[src/rtl/cache_ctrl.sv]
// cache_ctrl
// Sequencing controller for a 2-way set-associative cache way array
// (8 sets x 2 ways x 256-bit blocks). Owns tag/valid/LRU state and serves
// single-word CPU loads and stores: read-allocate, write-through,
// no-write-allocate. Misses refill over a request/acknowledge memory port.
//
// Ports:
//   clk, rst_n        clock (rising edge), asynchronous active-low reset
//   cpu_req/we/addr/wdata  CPU request; addr[4:2] word, [7:5] index, [31:8] tag
//   cpu_ready/rdata   one-cycle completion pulse, load data (held until next load)
//   way_index/write/wf/inblock, way_outblock   way array control and data
//   mem_req/we/addr/wdata, mem_ack/rdata       memory port (block read / word write)
//   hit_count/miss_count  saturating statistics counters
//
// Build option: define CACHE_STATS_EN to include the hit/miss counters;
// otherwise hit_count and miss_count are tied to zero.
module cache_ctrl #(
    parameter int TAG_W = 24,
    parameter int CNT_W = 16
) (
    input  logic             clk,
    input  logic             rst_n,
    input  logic             cpu_req,
    input  logic             cpu_we,
    input  logic [31:0]      cpu_addr,
    input  logic [31:0]      cpu_wdata,
    output logic             cpu_ready,
    output logic [31:0]      cpu_rdata,
    output logic [2:0]       way_index,
    output logic [1:0]       way_write,
    output logic [1:0]       way_wf,
    output logic [255:0]     way_inblock,
    input  logic [255:0]     way_outblock,
    output logic             mem_req,
    output logic             mem_we,
    output logic [31:0]      mem_addr,
    output logic [31:0]      mem_wdata,
    input  logic             mem_ack,
    input  logic [255:0]     mem_rdata,
    output logic [CNT_W-1:0] hit_count,
    output logic [CNT_W-1:0] miss_count
);

    typedef enum logic [2:0] {
        IDLE, TAG, ACCESS, MERGE, FILL, MEMWR, DONE
    } state_t;

    state_t           state_q, state_d;
    logic [31:2]      addr_q, addr_d;
    logic             we_q, we_d;
    logic [31:0]      wdata_q, wdata_d;
    logic             hitWay_q, hitWay_d;
    logic [255:0]     block_q, block_d;
    logic [31:0]      rdata_q, rdata_d;

    logic [TAG_W-1:0] tag_q [2][8];
    logic [7:0]       valid_q [2];
    logic [7:0]       lru_q;

    logic [2:0]       setIdx;
    logic [2:0]       wordSel;
    logic [TAG_W-1:0] reqTag;
    logic             hit0, hit1, anyHit;
    logic             victim;
    logic             fillEn, lruEn;

    // Byte offset bits never matter: loads and stores are whole words.
    logic             unusedBits;
    assign unusedBits = ^cpu_addr[1:0];

    assign setIdx  = addr_q[7:5];
    assign wordSel = addr_q[4:2];
    assign reqTag  = addr_q[31:32-TAG_W];

    assign hit0   = valid_q[0][setIdx] && (tag_q[0][setIdx] == reqTag);
    assign hit1   = valid_q[1][setIdx] && (tag_q[1][setIdx] == reqTag);
    assign anyHit = hit0 | hit1;

    // Prefer an empty way; only fall back to LRU when both ways are occupied.
    assign victim = !valid_q[0][setIdx] ? 1'b0 :
                    !valid_q[1][setIdx] ? 1'b1 : lru_q[setIdx];

    assign cpu_ready = (state_q == DONE);
    assign cpu_rdata = rdata_q;

    always_comb begin
        state_d     = state_q;
        addr_d      = addr_q;
        we_d        = we_q;
        wdata_d     = wdata_q;
        hitWay_d    = hitWay_q;
        block_d     = block_q;
        rdata_d     = rdata_q;
        fillEn      = 1'b0;
        lruEn       = 1'b0;
        way_write   = 2'b00;
        way_wf      = 2'b00;
        way_inblock = '0;
        mem_req     = 1'b0;
        mem_we      = 1'b0;
        mem_addr    = '0;
        mem_wdata   = '0;
        way_index   = (state_q == IDLE) ? cpu_addr[7:5] : setIdx;

        case (state_q)
            IDLE: begin
                if (cpu_req) begin
                    addr_d  = cpu_addr[31:2];
                    we_d    = cpu_we;
                    wdata_d = cpu_wdata;
                    state_d = TAG;
                end
            end
            TAG: begin
                hitWay_d = hit1 & ~hit0;
                if (anyHit)    state_d = ACCESS;
                else if (we_q) state_d = MEMWR;
                else           state_d = FILL;
            end
            ACCESS: begin
                way_wf = hitWay_q ? 2'b10 : 2'b01;
                lruEn  = 1'b1;
                if (we_q) begin
                    block_d = way_outblock;
                    block_d[{wordSel, 5'd0} +: 32] = wdata_q;
                    state_d = MERGE;
                end else begin
                    rdata_d = way_outblock[{wordSel, 5'd0} +: 32];
                    state_d = DONE;
                end
            end
            MERGE: begin
                way_inblock = block_q;
                way_write   = hitWay_q ? 2'b10 : 2'b01;
                state_d     = MEMWR;
            end
            FILL: begin
                mem_req  = 1'b1;
                mem_addr = {addr_q[31:5], 5'd0};
                if (mem_ack) begin
                    // Refill goes straight into the way; ACCESS re-reads it to serve the load.
                    way_inblock = mem_rdata;
                    way_write   = victim ? 2'b10 : 2'b01;
                    fillEn      = 1'b1;
                    hitWay_d    = victim;
                    state_d     = ACCESS;
                end
            end
            MEMWR: begin
                mem_req   = 1'b1;
                mem_we    = 1'b1;
                mem_addr  = {addr_q, 2'b00};
                mem_wdata = wdata_q;
                if (mem_ack) state_d = DONE;
            end
            DONE: begin
                state_d = IDLE;
            end
            default: begin
                state_d = IDLE;
            end
        endcase
    end

    always_ff @(posedge clk or negedge rst_n) begin
        if (!rst_n) begin
            state_q  <= IDLE;
            addr_q   <= '0;
            we_q     <= 1'b0;
            wdata_q  <= '0;
            hitWay_q <= 1'b0;
            block_q  <= '0;
            rdata_q  <= '0;
            lru_q    <= '0;
            for (int w = 0; w < 2; w++) begin
                valid_q[w] <= '0;
                for (int s = 0; s < 8; s++) begin
                    tag_q[w][s] <= '0;
                end
            end
        end else begin
            state_q  <= state_d;
            addr_q   <= addr_d;
            we_q     <= we_d;
            wdata_q  <= wdata_d;
            hitWay_q <= hitWay_d;
            block_q  <= block_d;
            rdata_q  <= rdata_d;
            if (fillEn) begin
                tag_q[victim][setIdx]   <= reqTag;
                valid_q[victim][setIdx] <= 1'b1;
            end
            if (lruEn) begin
                lru_q[setIdx] <= ~hitWay_q;
            end
        end
    end

`ifdef CACHE_STATS_EN
    logic [CNT_W-1:0] hitCount_q, missCount_q;

    // Each request passes through TAG exactly once, so count there; counters stick at all-ones.
    always_ff @(posedge clk or negedge rst_n) begin
        if (!rst_n) begin
            hitCount_q  <= '0;
            missCount_q <= '0;
        end else if (state_q == TAG) begin
            if (anyHit) begin
                if (hitCount_q != {CNT_W{1'b1}}) hitCount_q <= hitCount_q + CNT_W'(1);
            end else begin
                if (missCount_q != {CNT_W{1'b1}}) missCount_q <= missCount_q + CNT_W'(1);
            end
        end
    end

    assign hit_count  = hitCount_q;
    assign miss_count = missCount_q;
`else
    assign hit_count  = '0;
    assign miss_count = '0;
`endif

endmodule

[config.mk]
export PLATFORM = sky130hd
export DESIGN_NAME = cache_ctrl
export DESIGN_NICKNAME = d
export VERILOG_FILES = /design/src/rtl/cache_ctrl.sv
export SDC_FILE = /design/constraint.sdc
export NUM_CORES = 2
export LEC_CHECK = 0
export BUFFER_PORTS_ARGS = -buffer_cell sky130_fd_sc_hd__buf_4
export CAP_MARGIN = 20
export CORE_AREA = 2 2 375 377
export CTS_CLUSTER_SIZE = 8
export DETAILED_ROUTE_END_ITERATION = 10
export DIE_AREA = 0 0 377 379
export HOLD_SLACK_MARGIN = 0.15
export PLACE_DENSITY = 0.55
export SYNTH_ARGS = -nofsm -noshare
export SYNTH_HDL_FRONTEND = slang
export SYNTH_SLANG_ARGS = --single-unit
[constraint.sdc]
create_clock -name clk -period 2.9 [get_ports clk]
set_input_delay 0.145 -clock clk [delete_from_list [all_inputs] [get_ports clk]]
set_output_delay 0.145 -clock clk [all_outputs]
set_load 0.005 [all_outputs]
==> flow_metrics.tcl <==
set metrics [dict create \
    vias_per_cell 5.587 \
    ioPinCount 975 \
    fp.coreArea_sq_um 138800 \
    hold_viol 0 \
    cts.reportedPaths.clkPinSlew_ns 0.06 \
    violations "setup timing" \
    path_delay_family "simple AND/OR/NAND/NOR gates" \
    fp-row-count 137 \
    dieArea_sq_um 142900 \
    synth_edf_count 0 \
    clock.fmax_mhz 316.9 \
    clock-sinks 763 \
    yosysMostFrequentCell "dfrtp_1" \
    critPathBufInv 4 \
    synth_cells 3497 \
    synth_top_area_cell "dfrtp_1" \
    netlist_area_sq_um 39800 \
    finalCritPeriodShare_pct 108.8 \
    finalSetupViolCount 89 \
    grt_pass1_vias 36570 \
    syn_to_final_growth_pct 50.38 \
    cp.required_ns 3.49 \
    hold_ws_ns 0.2188 \
    setup_slack_ns -0.2557 \
    status "complete, but fails checks" \
    post-route-drc-count 0 \
    start_util_pct 28.66 \
    hp-class "in2reg" \
    async_reset_ff_share_pct 100.0 \
    placed_cells 6150 \
    power.leakage_uw 0.02739 \
    drtIter0Drc 4021 \
    antenna_found_initial 92 \
    dp_hpwl_microns 161700 \
    cp_max_fo 12 \
    end_kind "register" \
    critPathKind "reg2reg" \
    ys_seq_area_share_pct 47.98 \
    cts_buffer_depth 3 \
    fin_skew_ns 0.07969 \
    numCtsBuffers 107 \
    synth_area_leaders "dfrtp_1, mux2_2, mux4_2" \
    slowest_stage "mux4_2" \
    grt_pass1_wl_microns 300300 \
    period_minus_slack_ns 3.156 \
    tightest_slew_ns 0.8908 \
    synth_top_area_share_pct 47.98 \
    die_w_microns 377 \
    ys_warn_count 0 \
    overflow 0 \
    ant_nets 0 \
    syn_avg_cell_area_sq_um 11.38 \
    ctsHtreeMaxLevel 3 \
    grt_setup_unrepaired "true" \
    slowest_delay_ns 0.49 \
    drive_above_1_share_pct 42.40 \
    max_cap_violations 0 \
    finalPower_uw 61410 \
    routed_wl_microns 225800 \
    vias 37970 \
    grt_usage_pct 30.18 \
    slew_headroom_pct 40.61 \
    clk_latency_ns 0.74 \
    synth-main-ff-cell "dfrtp_1" \
    utilization_pct 43.10 \
    cts-root-buf "clkbuf_16" \
    grt_max_degree 160 \
    synthTopCellsByCount "dfrtp_1, mux2_2, a21oi_1" \
    wl_per_cell_microns 33.22 \
    crit_chain "buf_4 > buf_12 > buf_12 > mux4_2 > mux2i_1 > xor2_1 > nand4_1 > nor4_2 > buf_4 > nand4_1 > nor2b_2 > a211o_1" \
    worstPathArrival_ns 3.75 \
    io_buffers 938 \
    layout.cells.non_filler 6797 \
    firstDrtPassIters 5 \
    dieHeight_microns 379 \
    ir_drop_mv 0.6436 \
    pwr_density_cell_nw_per_um2 1026 \
    layout.nets 5496 \
    crit_path_start_kind "register" \
    slew_violations 0 \
    cts_tree "yes" \
    synth.distinct_cells 65 \
    gp_congestion 0.9517 \
    ys_seq_elements 763 \
]
[where the power goes]
group / total (uW) / switching (uW) / internal [uW]
Clock: 11700 / 5020 / 6720
Sequential: 19300 / 4370 / 15000
Combinational: 30300 / 15700 / 14600
Total: 61400 / 25100 / 36300
[state kept, by name, indices dropped and copies added, names as in the netlist]
| register | flops |
|---|---|
| valid_q | 16 |
| wdata_q | 32 |
| block_q | 256 |
| we_q | 1 |
| cpu_rdata | 32 |
| tag_q | 384 |
| state_q | 3 |
| hitWay_q | 1 |
| lru_q | 8 |
| addr_q | 30 |
[cell type report]
type	count	area, sq um
Fill cell	13230	79000
Multi-Input combinational cell	2376	20110
Clock buffer	118	2749
Antenna cell	61	152.6
Clock inverter	10	231.5
Tap cell	1807	2261
Timing Repair Buffer	1653	15190
Inverter	9	33.78
Sequential cell	763	19110
[final timing paths]
check,slack (ns),to,cells after the start,from
max in group asynchronous,1.38,block_q[88],5,rst_n
min in group asynchronous,0.76,tag_q[23],4,rst_n
max,-0.26,state_q[0],12,addr_q[5]
min reg2reg,0.46,valid_q[14],1,valid_q[14]
max reg2reg,-0.26,state_q[0],12,addr_q[5]
min,0.22,addr_q[19],3,cpu_addr[19]
[cell families (layout without fill, tap and decap cells)]
kind of cell,count (synthesis),count (layout),synth area share [%]
AO/OA/AOI/OAI,852,852,14.57
flip-flops,763,763,47.98
AND/OR/NAND/NOR,728,728,8.765
multiplexers,722,722,23.29
buffers and inverters,391,1790,4.468
XOR/XNOR,35,35,0.7703
adder cells (fa/ha/maj),5,5,0.1572
other,1,95,0.009423
[repair_timing]
item,CTS,global route
buffers inserted,48,19
hold buffers,367,0
cloned,26,12
resized for setup,187,124
pin swaps,19,17
endpoints found under the setup margin,632,324
hold endpoints to repair,1032,0
[worst register-to-register path, cell delays in order (launching register included)]
cell     delay [ns]
dfrtp_2        0.38
buf_4          0.17
buf_12         0.17
buf_12         0.13
mux4_2         0.49
mux2i_1        0.18
xor2_1         0.29
nand4_1        0.20
nor4_2         0.18
buf_4          0.15
nand4_1        0.17
nor2b_2        0.24
a211o_1        0.26
[placed cells by master (no fill, tap or decap), drive strengths merged, types with 116 or more instances in the layout]
cell type    instances
a21oi              331
a22o               258
a22oi              132
buf               1268
clkbuf             128
dfrtp              763
dlygate4sd3        366
mux2               471
mux2i              135
mux4               116
nor2               324
[per-layer routing]
layer / vias to the layer above / GRT usage, % / routed length [microns] / part of all wire (%)
met3: 533 / 9.465 / 21890 / 9.7
met4: 34 / 16.38 / 12510 / 5.5
met2: 2306 / 46.38 / 102300 / 45
met5: - / 2.367 / 525 / 0.23
li1: 15720 / - / - / -
met1: 19380 / 37.52 / 88590 / 39
[per-stage QoR]
stage / setup WS [ns] / instance area [sq um] / setup TNS, ns
2_1_floorplan: 0.02732 / 39920 / 0
3_3_place_gp: -0.4809 / 50360 / -15.89
3_5_place_dp: -0.5211 / 50360 / -28.31
4_1_cts: -0.2513 / 59010 / -5.582
5_1_grt: -0.3484 / 59800 / -9.366
6_report: -0.2557 / 59850 / -3.503
(Power assumes the default switching activity.)
